[src/rtl/hsv_mixer_pkg.sv]
// Shared definitions for the HSV mixer pipeline: colour word layout and PWM constants.
package hsv_mixer_pkg;

  localparam int unsigned R_MSB = 23;
  localparam int unsigned R_LSB = 16;
  localparam int unsigned G_MSB = 15;
  localparam int unsigned G_LSB = 8;
  localparam int unsigned B_MSB = 7;
  localparam int unsigned B_LSB = 0;

  // Last PWM count before wrap; 255 steps per period.
  localparam logic [7:0] PWM_LAST = 8'd254;

  typedef logic [23:0] rgb24_t;

endpackage

[src/rtl/pwm_channel.sv]
// One PWM channel: active duty register, compare against the shared counter, output flop.
module pwm_channel (
  input  logic       clk,
  input  logic       rst_n,
  input  logic       load,
  input  logic [7:0] duty,
  input  logic [7:0] cnt,
  input  logic       enable,
  output logic       pwm
);

  logic [7:0] active_q;

  always_ff @(posedge clk or negedge rst_n) begin
    if (!rst_n) begin
      active_q <= 8'd0;
      pwm      <= 1'b0;
    end else begin
      if (load) begin
        active_q <= duty;
      end
      pwm <= enable && (cnt < active_q);
    end
  end

endmodule

[src/rtl/rgb_pwm_driver.sv]
// Drives R/G/B LED PWM pins from a 24-bit colour word; colour updates land on period boundaries.
module rgb_pwm_driver
  import hsv_mixer_pkg::*;
#(
  parameter int unsigned PRESCALE_W = 8
) (
  input  logic                  clk,
  input  logic                  rst_n,
  input  logic [23:0]           rgb_i,
  input  logic                  rgb_valid_i,
  output logic                  rgb_ready_o,
  input  logic [PRESCALE_W-1:0] prescale_i,
  input  logic                  enable_i,
  output logic                  pwm_r_o,
  output logic                  pwm_g_o,
  output logic                  pwm_b_o,
  output logic                  period_start_o
);

  rgb24_t                pending_q;
  logic                  pending_valid_q;
  logic [PRESCALE_W-1:0] pre_cnt_q;
  logic [7:0]            pwm_cnt_q;
  logic                  tick;
  logic                  boundary;
  logic                  accept;
  logic                  xfer;

  assign rgb_ready_o = !pending_valid_q;
  assign accept      = rgb_valid_i && rgb_ready_o;
  // >= lets a shrinking prescale take effect immediately instead of wrapping the counter.
  assign tick        = enable_i && (pre_cnt_q >= prescale_i);
  assign boundary    = tick && (pwm_cnt_q == PWM_LAST);
  // While disabled every cycle acts as a boundary for the buffer.
  assign xfer        = pending_valid_q && (boundary || !enable_i);

  always_ff @(posedge clk or negedge rst_n) begin
    if (!rst_n) begin
      pending_q       <= '0;
      pending_valid_q <= 1'b0;
      pre_cnt_q       <= '0;
      pwm_cnt_q       <= 8'd0;
      period_start_o  <= 1'b0;
    end else begin
      if (accept) begin
        pending_q       <= rgb_i;
        pending_valid_q <= 1'b1;
      end else if (xfer) begin
        pending_valid_q <= 1'b0;
      end

      if (!enable_i || tick) begin
        pre_cnt_q <= '0;
      end else begin
        pre_cnt_q <= pre_cnt_q + 1'b1;
      end

      if (!enable_i || boundary) begin
        pwm_cnt_q <= 8'd0;
      end else if (tick) begin
        pwm_cnt_q <= pwm_cnt_q + 8'd1;
      end

      period_start_o <= boundary;
    end
  end

  pwm_channel u_chan_r (
    .clk    (clk),
    .rst_n  (rst_n),
    .load   (xfer),
    .duty   (pending_q[R_MSB:R_LSB]),
    .cnt    (pwm_cnt_q),
    .enable (enable_i),
    .pwm    (pwm_r_o)
  );

  pwm_channel u_chan_g (
    .clk    (clk),
    .rst_n  (rst_n),
    .load   (xfer),
    .duty   (pending_q[G_MSB:G_LSB]),
    .cnt    (pwm_cnt_q),
    .enable (enable_i),
    .pwm    (pwm_g_o)
  );

  pwm_channel u_chan_b (
    .clk    (clk),
    .rst_n  (rst_n),
    .load   (xfer),
    .duty   (pending_q[B_MSB:B_LSB]),
    .cnt    (pwm_cnt_q),
    .enable (enable_i),
    .pwm    (pwm_b_o)
  );

endmodule

[config.mk]
export PLATFORM = sky130hd
export DESIGN_NAME = rgb_pwm_driver
export DESIGN_NICKNAME = d
export VERILOG_FILES = /design/src/rtl/hsv_mixer_pkg.sv /design/src/rtl/pwm_channel.sv /design/src/rtl/rgb_pwm_driver.sv
export SDC_FILE = /design/constraint.sdc
export NUM_CORES = 1
export LEC_CHECK = 0
export CORE_ASPECT_RATIO = 0.6
export CORE_UTILIZATION = 62
export CTS_BUF_LIST = sky130_fd_sc_hd__clkbuf_8
export DETAILED_ROUTE_END_ITERATION = 8
export PLACE_DENSITY = 0.95
export SYNTH_ARGS = -nofsm -noshare
export SYNTH_HDL_FRONTEND = slang
export SYNTH_SLANG_ARGS = --single-unit
[constraint.sdc]
create_clock -name clk -period 6.1 [get_ports clk]
set_input_delay 0.915 -clock clk [delete_from_list [all_inputs] [get_ports clk]]
set_output_delay 0.915 -clock clk [all_outputs]
set_load 0.03 [all_outputs]
Yosys cells after proc, flatten, opt, wreduce, memory -nomap -nowiden --
Index checks and enable logic that the tools add are counted.
Storage, ports and cells: word-level logic and storage cells 36, register bits after elaboration 69, input bits 36
Operators by class: mux-type cells 5, equal/unequal tests 1, $add $sub $neg 2, reductions and logical operators 13, order comparisons 4
Operators with widths (number):
- less-than comparator 8 bit | 3
- 2-to-1 mux 8 bit | 3
- adder 8 x 1 -> 8 bit, second input constant | 2
- == test 8 bit, second input constant | 1
- greater-or-equal comparator 8 bit | 1
- logical AND 1 bit | 7
- nonzero test 2 bit | 2
- zero test 1 bit | 2
- logical OR 1 bit | 2
- 2-to-1 mux 1 bit | 2

Logic depth before layout (Yosys ltp) --
Gate-level depths: netlist of run 1.
depth in word-level cells 7, gate-level depth with buffers 8, mapped depth without buffers 7

Modules after synthesis --
A second synthesis of run 1 with hierarchy kept.
Unflattened totals: cell total of the unflattened synthesis 323, area total of the unflattened synthesis 3510.9 um^2
Modules (own cells, without submodules):
- rgb_pwm_driver | cells each 170, times used 1, area an instance 2043.2 um^2, sequential area each 1051.0 um^2
- pwm_channel | cells each 51, times used 3, area an instance 489.2 um^2, sequential area each 225.2 um^2

Least setup slack after synthesis of run 1 --
No wires, ideal clock.
path kind input to register, from input port prescale_i[5], to register u_chan_b.active_q[2], stages 7, arrival 2619 ps, library setup time 125 ps, buffers on the path 1, path slack 3357 ps, cells stage by stage inv_1 ha_1 nand4_1 o31a_2 a211oi_4 buf_6 mux2_2
Between the ends: cells in the longest elaborated chain, start to end 5
Ends and longest elaborated chain:
- start: declaration | RTL line rgb_pwm_driver.sv:12 | input logic [PRESCALE_W-1:0] prescale_i,
- greater-or-equal comparator 8 bit | RTL line rgb_pwm_driver.sv:32 | assign tick = enable_i && (pre_cnt_q >= prescale_i);
- logical AND 1 bit | RTL line rgb_pwm_driver.sv:32
- logical AND 1 bit | RTL line rgb_pwm_driver.sv:33 | assign boundary = tick && (pwm_cnt_q == PWM_LAST);
- logical OR 1 bit | RTL line rgb_pwm_driver.sv:35 | assign xfer = pending_valid_q && (boundary || !enable_i);
- logical AND 1 bit | RTL line rgb_pwm_driver.sv:35
- end signal: assignment | RTL line pwm_channel.sv:20 | active_q <= duty;
- end: declaration | RTL line pwm_channel.sv:12 | logic [7:0] active_q;
No other way between the ends. A chain may end at the register's enable or synchronous reset.

Final worst setup path of run 1 --
from input port prescale_i[5], to register u_chan_b.active_q[0]
Same word-level chain as after synthesis.

==> reports/metrics.cfg, run 1 <==
[timing]
fin_crit_sh_pct = 59.55
fin_skew_ns = 0.007539
worst_pin_slew_ns = 1.303
holdWs_ns = 0.5098
setup_viol = 0
relSlewSlack_pct = 12.76
max_freq_ghz = 0.2753
fin_setup_tns_ns = 0
period_needed_ns = 3.633
rsz0062_at_grt = false
drv_slew = 0
hold_viol = 0

[worst_setup_path]
arrival_ns = 3.87
critPathRequiredTime_ns = 6.34
criticalPathCategory = primary input to flop
worstSetupEndpointType = flop
path_cells = clkdlybuf4s50_1 > inv_1 > ha_1 > nand4_1 > o31a_2 > a211oi_4 > mux2_2
crit_fanout = 25
max_stage_delay_ns = 1.09
crit_path_start_kind = primary input
cp_slowest_cell = a211oi_4

[route]
drt-total-wl_um = 7079
met2_length_um = 3419
wl_met3_um = 508
wl_met1_um = 2991
drc_errors = 0
antenna_left = 0
drt_iter0_markers = 118
routed_via_density = 5.881
vias = 2382
wire_per_inst_um = 17.48
top_layer = met4
dr.pass1.iters = 4

[clock_network]
cts_max_level = 3
cts.sink_count = 69
cts_buffer_depth = 2
root_buffer = clkbuf_8
ctsResizeCount = 0
clkLatencyLatePin_ns = 0.36
cts_made_buffers = 9
cts_setup_buffers = 0
holdBufCountCts = 0
cts_tree = built
path_clk_slew_ns = 0.07

[logic_synthesis]
netlist_area_um2 = 3492
ys.warnings.count = 0
syn-num-nets = 358
synthMuxAreaShare_pct = 15.76
synth_seq_cells = 69
synth_cells = 290
avgSynthCellArea_um2 = 12.04
synth_top_area_cell = dfrtp_1
synthArstFlopShare_pct = 100.0
yosys.area_share.simple_pct = 7.094
synthAdderAreaFrac_pct = 11.47
synth_edf_count = 0
ys_seq_area_share_pct = 49.44
synth-xor-area-share_pct = 1.505
synth.top_cell.area_share_pct = 49.44
synth_most_common_cell = dfrtp_1
synth_top_family_by_area = multiplexers
synth_compound_area_share_pct = 9.817
synth_flop_cell = dfrtp_1
synth_area_leaders = dfrtp_1, mux2_2, ha_1
synthTopCellsByCount = dfrtp_1, mux2_2, inv_1
ys_types = 39

[finish]
areaGrowthSynthToFinish_pct = 19.99
n_antenna_cell = 0
drive_above_1_share_pct = 21.83
fin_area_um2 = 4190
layout.nets = 402

[floorplan]
ios = 41
coreArea_um2 = 5230
start_util_pct = 66.77
die_y_um = 60.14
die_w_um = 98.89
fp-row-count = 20
die_area_um2 = 5947

[power_and_ir_drop]
irDropWorstVdd_mv = 0.2164
powerDensity_nw_per_um2 = 339.1
p_total_w = 0.001421
p_leak_nw = 1.992

[worst_hold_path]
hp-class = flop to flop

[grt]
first_global_vias = 2450
grt_start_max_net_pins = 70
grt_overflow = 0
antenna_found_initial = 0
track_usage_pct = 27.27
grt_first_pass_wirelength_um = 11780

[placement]
postPlaceCellArea_um2 = 3933
gp_congestion = 0.8931
place_hpwl_um = 4772
port-buffer-count = 40

[run_status]
status = completed

[run]
maxCapViolCount = 0

[sequential cells by signal, indices dropped and copies added, names as in the netlist, 8 cells and up]
register and cells:
u_chan_b.active_q 8, pwm_cnt_q 8, pending_q 24, u_chan_g.active_q 8
pre_cnt_q 8, u_chan_r.active_q 8
[worst paths after layout]
| check | start | end | slack (ns) | cells past startpoint |
|---|---|---|---|---|
| setup reg to reg | pre_cnt_q[0] | u_chan_b.active_q[0] | 3.03 | 7 |
| max in group asynchronous | rst_n | u_chan_b.active_q[5] | 4.81 | 2 |
| setup / recovery | prescale_i[5] | u_chan_b.active_q[0] | 2.47 | 7 |
| hold / removal | pending_q[7] | pending_q[7] | 0.51 | 1 |
| hold reg to reg | pending_q[7] | pending_q[7] | 0.51 | 1 |
| min in group asynchronous | rst_n | u_chan_r.active_q[3] | 0.74 | 2 |
[worst max-delay path: cells and delay by family]
kind | cells | cell delay (ns)
and+or+nand+nor | 1 | 0.15
muxes | 1 | 0.43
adders and majority gates | 1 | 0.29
AOI/OAI and AO/OA | 2 | 1.58
buffers and inverters | 2 | 0.49
[layout make-up]
class | instances | area (um^2)
well taps | 66 | 82.58
fillers | 306 | 1040
clock inverters | 5 | 106.4
multi-input cells | 180 | 1597
repair buffers | 41 | 402.9
flip-flops and latches | 69 | 1727
clock buffers | 11 | 151.4
inverters | 33 | 123.9
[kinds of logic after synthesis]
group / after synthesis
AO/OA/AOI/OAI: 45
multiplexers: 49
XOR/XNOR: 6
flip-flops: 69
AND/OR/NAND/NOR: 48
buffers and inverters: 41
adder cells (fa/ha/maj): 32
[per-stage QoR]
stage / setup WS (ns) / std cells / utilization, %
after detailed placement: 2.134 / 389 / 75.19
after global routing: 2.301 / 405 / 80.12
final: 2.467 / 405 / 80.12
after CTS: 2.487 / 405 / 80.12
after global placement: 2.274 / 389 / 75.19
after floorplan: 3.357 / 290 / -
[layer usage]
metal  global-route usage [%]  vias up
met1                    33.51     1161
li1                         -     1114
met2                    45.75       83
met4                    10.87        0
met3                    8.889       24
met5                        0        -
[placed cells by master, fill, tap and decap left out, types with 2 or more instances in the layout]
cell / count
nor3_1: 3
nand3_1: 8
or4_1: 2
nor4b_1: 3
nor2_1: 18
o21ai_0: 8
a22o_1: 3
a21boi_0: 5
bufinv_16: 3
a21o_1: 3
a22oi_1: 2
clkdlybuf4s50_1: 39
ha_1: 32
nand4_1: 2
and3_1: 4
o211a_1: 3
clkbuf_8: 11
xor2_1: 4
o21a_1: 3
nand2_1: 2
o211ai_1: 3
a31o_2: 3
mux2_2: 48
xnor2_1: 2
a21oi_1: 6
dfrtp_1: 69
inv_1: 33
[power by group]
| group | switching, W | internal, W |
|---|---|---|
| combinational | 0.000128 | 0.000169 |
| clock | 0.000176 | 0.000294 |
| sequential | 0.0000723 | 0.000581 |
| total | 0.000377 | 0.00104 |
No activity file was read; power rests on OpenSTA's default activity.
==> run 2, diff against run 1 <==
CORE_UTILIZATION = 52   (was 62)
PLACE_DENSITY = 0.89   (was 0.95)
clock period = 2.91 ns   (was 6.1 ns; I/O delays follow)
==> run 2 against run 1 <==
Compared with the run above: register-to-register slack lost 2.5 ns; worst setup slack lost 2.0 ns; utilization shrank 13 points; largest cell class unchanged.
==> reports/metrics.cfg, run 2 (synthesized netlist as in run 1, its figures left out) <==
[route]
drt_iter0_markers = 114  ; -3.4%
routed_via_density = 5.542  ; -5.8%
drc_errors = 0  ; unchanged
antenna_left = 0  ; unchanged
drt-total-wl_um = 6494  ; -8.3%
wl_met1_um = 2908  ; -2.8%
wire_per_inst_um = 15.17  ; -13%
dr.pass1.iters = 4  ; unchanged
vias = 2372  ; -0.42%
wl_met3_um = 419  ; -18%
top_layer = met4
met2_length_um = 3083  ; -9.8%

[clock_network]
cts_tree = built
cts_max_level = 3  ; unchanged
holdBufCountCts = 0  ; unchanged
cts_setup_buffers = 0  ; unchanged
cts.sink_count = 69  ; unchanged
cts_buffer_depth = 2  ; unchanged
ctsResizeCount = 0  ; unchanged
root_buffer = clkbuf_8
path_clk_slew_ns = 0.07  ; about the same
clkLatencyLatePin_ns = 0.34  ; -0.02 ns
cts_made_buffers = 9  ; unchanged

[timing]
fin_setup_tns_ns = 0  ; unchanged
period_needed_ns = 2.401
drv_slew = 0  ; unchanged
fin_crit_sh_pct = 82.50
worst_pin_slew_ns = 0.7198  ; -0.5829 ns
rsz0062_at_grt = false
hold_viol = 0  ; unchanged
max_freq_ghz = 0.4165
fin_skew_ns = 0.004925  ; -0.002614 ns
relSlewSlack_pct = 52.02  ; +39 points
holdWs_ns = 0.1430  ; -0.3668 ns
setup_viol = 0  ; unchanged

[grt]
antenna_found_initial = 0  ; unchanged
grt_overflow = 0  ; unchanged
grt_first_pass_wirelength_um = 11460  ; -2.7%
track_usage_pct = 21.96  ; -5.3 points
grt_start_max_net_pins = 39  ; -44%
first_global_vias = 2503  ; +2.2%

[finish]
drive_above_1_share_pct = 22.97  ; +1.1 points
layout.nets = 407  ; +1.2%
nFillCells = 486  ; +59%
mostFrequentLayoutCells = dfrtp_1, mux2_2, clkdlybuf4s50_1
n_antenna_cell = 0  ; unchanged
final_common_cell = dfrtp_1
fin_area_um2 = 4242  ; +1.2%
largest_register_ffs = 24  ; unchanged
areaGrowthSynthToFinish_pct = 21.46
utilization_pct = 67.29  ; -13 points
multi_input_area_um2 = 1597  ; unchanged
seq_area_um2 = 1727  ; unchanged
regMostFlops = pending_q

[placement]
postPlaceCellArea_um2 = 4018  ; +2.2%
place_hpwl_um = 4785  ; +0.27%
gp_congestion = 0.8692  ; -2.7%
port-buffer-count = 40  ; unchanged

[power_and_ir_drop]
p_total_w = 0.002828  ; +99%
p_leak_nw = 2.011  ; +0.96%
irDropWorstVdd_mv = 0.3434  ; +59%
powerDensity_nw_per_um2 = 666.7  ; +97%

[worst_setup_path]
crit_path_start_kind = primary input
crit_fanout = 12  ; -52%
critPathRequiredTime_ns = 3.14  ; -3.20 ns
max_stage_delay_ns = 0.51  ; -0.58 ns
worstSetupEndpointType = flop
criticalPathCategory = primary input to flop
arrival_ns = 2.63  ; -1.24 ns
crit_family = compound AO/OA/AOI/OAI gates
cp_slowest_cell = a2111oi_2
path_cells = clkdlybuf4s50_1 > ha_1 > nand2b_1 > a2111oi_2 > o31a_2 > buf_4 > nand2_2 > a31o_2
crit_buf_inv = 2  ; unchanged

[worst_hold_path]
hp-class = primary input to asynchronous set/reset pin

[run]
maxCapViolCount = 0  ; unchanged

[floorplan]
start_util_pct = 55.40  ; -11 points
die_area_um2 = 7058  ; +19%
ios = 41  ; unchanged
coreArea_um2 = 6304  ; +21%
die_y_um = 65.48  ; +8.9%
fp-row-count = 22  ; +10%
die_w_um = 107.8  ; +9.0%

[run_status]
status = completed

## run 2: cell count changes in the layout (fill, tap and decap cells not counted), sizes merged
cell,change
bufinv,-1
clkbuf,-1
clkinv,+2
buf,+5
## run 2: path summary, 6_finish.rpt
check                      cells after the start                   end          start  slack (ns)
max reg2reg                                    8          pwm_cnt_q[6]   pre_cnt_q[0]        0.52
max in group asynchronous                      2          pending_q[3]          rst_n        2.13
min in group clk                               1  u_chan_r.active_q[2]  pending_q[18]        0.51
min                                            1          pre_cnt_q[2]          rst_n        0.14
min reg2reg                                    1  u_chan_r.active_q[2]  pending_q[18]        0.51
max                                            8          pwm_cnt_q[6]  prescale_i[0]        0.51
## run 2: power by group
part / internal, W / leakage [nW] / switching, W
sequential: 0.00122 / 0.845 / 0.000142
clock: 0.000504 / 0.112 / 0.000355
combinational: 0.000358 / 1.05 / 0.000251
total: 0.00208 / 2.01 / 0.000748
## run 2: per-layer routing
| metal | track usage, % | vias up |
|---|---|---|
| met5 | 0 | - |
| met1 | 26.81 | 1162 |
| met4 | 7.705 | 0 |
| li1 | - | 1120 |
| met2 | 35.90 | 80 |
| met3 | 8.333 | 10 |
## run 2: cell type report
cell class / instances / share of cell area [%]
sequential: 69 / 40.71
multi-input combinational: 180 / 37.64
timing repair buffer: 46 / 10.97
clock buffer: 10 / 3.245
inverter: 33 / 2.920
tap: 84 / 2.478
clock inverter: 6 / 2.035
## run 2: per-stage QoR
step	setup slack, ns	cells
floorplan	0.6450	290
global placement	0.2259	412
detailed placement	0.1908	412
CTS	0.5557	428
global route	0.3817	428
finish	0.5093	428
==> run 3, diff against run 2 <==
clock period = 2.01 ns   (was 2.91 ns; I/O delays follow)
==> run 3 against run 2 <==
Compared with the run above: the run now ends with negative setup slack left; worst setup slack got worse by 0.74 ns; critical path depth decreased by 1; hold slack improved by 0.34 ns; power increased by 51%; via count rose by 8.6%; sequential power rose by 46%; cell count grew 8.4%; utilization grew 7.9 points; flip-flop and latch count unchanged; final area increased by 12%; critical endpoint is now u_chan_g.active_q[7].
==> reports/metrics.cfg, run 3 (synthesized netlist as in run 1, its figures left out) <==
[run_status]
status = complete, but fails checks
violations = negative setup slack

[timing]
fin_skew_ns = 0.01209  ; +0.007162 ns
fin_setup_tns_ns = -5.884  ; -5.884 ns
worst_pin_slew_ns = 0.6406  ; -0.07914 ns
drv_slew = 0  ; unchanged
relSlewSlack_pct = 56.84  ; +4.8 points
max_freq_ghz = 0.4459
hold_viol = 0  ; unchanged
period_needed_ns = 2.243
rsz0062_at_grt = true
setup_viol = 36  ; +36
setup_slack_ns = -0.2326  ; -0.7419 ns
fin_crit_sh_pct = 111.6

[worst_setup_path]
criticalPathCategory = flop to flop
r2r_cells = 7  ; -1
critPathRequiredTime_ns = 2.24  ; -0.90 ns
crit_fanout = 5  ; -7
max_stage_delay_ns = 0.43  ; -0.08 ns
crit_family = compound AO/OA/AOI/OAI gates
crit_cells = 7  ; -1
crit_path_start_kind = flop
crit_buf_inv = 2  ; unchanged
worstSetupEndpointType = flop
cp_slowest_cell = dfrtp_1
rr_endpoint = u_chan_g.active_q[7]
path_cells = ha_4 > nand4_1 > o31a_2 > a211oi_4 > buf_6 > buf_8 > mux2_4
r2r-start = pre_cnt_q[6]
r2r_setup_slack_ns = -0.23  ; -0.75 ns
arrival_ns = 2.47  ; -0.16 ns

[floorplan]
die_y_um = 65.48  ; unchanged
die_w_um = 107.8  ; unchanged
start_util_pct = 55.40  ; unchanged
die_area_um2 = 7058  ; unchanged
coreArea_um2 = 6304  ; unchanged
ios = 41  ; unchanged
fp-row-count = 22  ; unchanged

[grt]
grt_start_max_net_pins = 70  ; +79%
grt_overflow = 0  ; unchanged
first_global_vias = 2602  ; +4.0%
track_usage_pct = 24.32  ; +2.4 points
grt_first_pass_wirelength_um = 12580  ; +9.8%
antenna_found_initial = 0  ; unchanged

[clock_network]
path_clk_slew_ns = 0.08  ; about the same
cts.sink_count = 69  ; unchanged
cts_made_buffers = 9  ; unchanged
clkLatencyLatePin_ns = 0.35  ; about the same
cts_buffer_depth = 2  ; unchanged
cts_max_level = 3  ; unchanged
root_buffer = clkbuf_8
cts_tree = built

[route]
drt-total-wl_um = 7931  ; +22%
wire_per_inst_um = 17.09  ; +13%
drc_errors = 0  ; unchanged
dr.pass1.iters = 4  ; unchanged
drt_iter0_markers = 119  ; +4.4%
routed_via_density = 5.550  ; +0.14%
vias = 2575  ; +8.6%
antenna_left = 0  ; unchanged

[finish]
utilization_pct = 75.23  ; +7.9 points
n_antenna_cell = 0  ; unchanged
largest_register_ffs = 24  ; unchanged
final_common_cell = dfrtp_1
layout.nets = 444  ; +9.1%
regMostFlops = pending_q
drive_above_1_share_pct = 33.42  ; +10 points
mostFrequentLayoutCells = dfrtp_1, clkdlybuf4s50_1, buf_4
areaGrowthSynthToFinish_pct = 35.79

[placement]
port-buffer-count = 40  ; unchanged
place_hpwl_um = 5272  ; +10%
gp_congestion = 0.8672  ; -0.23%

[power_and_ir_drop]
p_leak_nw = 2.327  ; +16%
irDropWorstVdd_mv = 0.4585  ; +34%
powerDensity_nw_per_um2 = 902.7  ; +35%

[run]
maxCapViolCount = 0  ; unchanged

[worst_hold_path]
hp-class = primary input to asynchronous set/reset pin

[run 3: changes by cell type in the layout (fill, tap and decap cells not counted), sizes merged]
cell / delta
dlygate4sd3: +1
bufinv: -1
dlygate4sd2: +2
clkbuf: +1
buf: +36
clkdlybuf4s50: -6
inv: +1
clkinvlp: +1
dlymetal6s2s: +4
clkinv: -3
[run 3: cell type report]
cell class	instances	area, um^2
Clock inverter	4	48.80
Clock buffer	11	151.4
Inverter	33	123.9
Tap cell	84	105.1
Multi-Input combinational cell	180	1787
Timing Repair Buffer	83	799.5
Fill cell	422	1562
Sequential cell	69	1727
[run 3: timing repair]
action | in CTS | in global routing
hold buffers | 1 | 0
cloned | 2 | 0
buffers inserted | 4 | 4
pin swaps | 8 | 9
resized for setup | 38 | 24
setup endpoints to repair | 39 | 40
endpoints found under the hold margin | 69 | 0
[run 3: power by group]
| group | leakage [nW] | switching (W) | internal (W) |
|---|---|---|---|
| Sequential | 0.845 | 0.000230 | 0.00176 |
| Combinational | 1.38 | 0.000442 | 0.000712 |
| Clock | 0.0988 | 0.000503 | 0.000629 |
| Total | 2.33 | 0.00117 | 0.00311 |
[run 3: layer usage]
layer  up-vias  share of wire, %  GRT usage, %
li1       1197                 -             -
met1      1264                42         29.95
met2        92                49         41.03
met3        22               5.8         6.647
met4         0               2.4         9.589
met5         -                 0             0
[run 3: worst max path at each step]
stage	end	start
6_report	u_chan_g.active_q[7]	pre_cnt_q[6]
5_1_grt	u_chan_r.active_q[0]	pre_cnt_q[6]
4_1_cts	u_chan_r.active_q[0]	pre_cnt_q[2]
3_5_place_dp	u_chan_r.active_q[6]	prescale_i[6]
3_3_place_gp	u_chan_b.active_q[4]	prescale_i[6]
2_1_floorplan	u_chan_b.active_q[2]	pre_cnt_q[2]
[run 3: metrics by stage]
stage | area (um^2) | setup WS (ns) | cells | hold slack (ns) | power [W]
finish | 4742 | -0.2326 | 464 | 0.4851 | 0.004281
global route | 4742 | -0.2889 | 464 | 0.5062 | 0.004522
CTS | 4632 | -0.2124 | 461 | 0.4968 | 0.004232
detailed placement | 4220 | -0.6110 | 439 | 0.3449 | 0.002935
global placement | 4220 | -0.5434 | 439 | 0.3434 | 0.002823
floorplan | 3492 | -0.1625 | 290 | 0.005909 | 0.002569
[run 3: worst register-to-register path, cell delays in order (launching register included)]
cell	delay [ns]
dfrtp_1	0.43
ha_4	0.29
nand4_1	0.12
o31a_2	0.42
a211oi_4	0.25
buf_6	0.17
buf_8	0.14
mux2_4	0.30
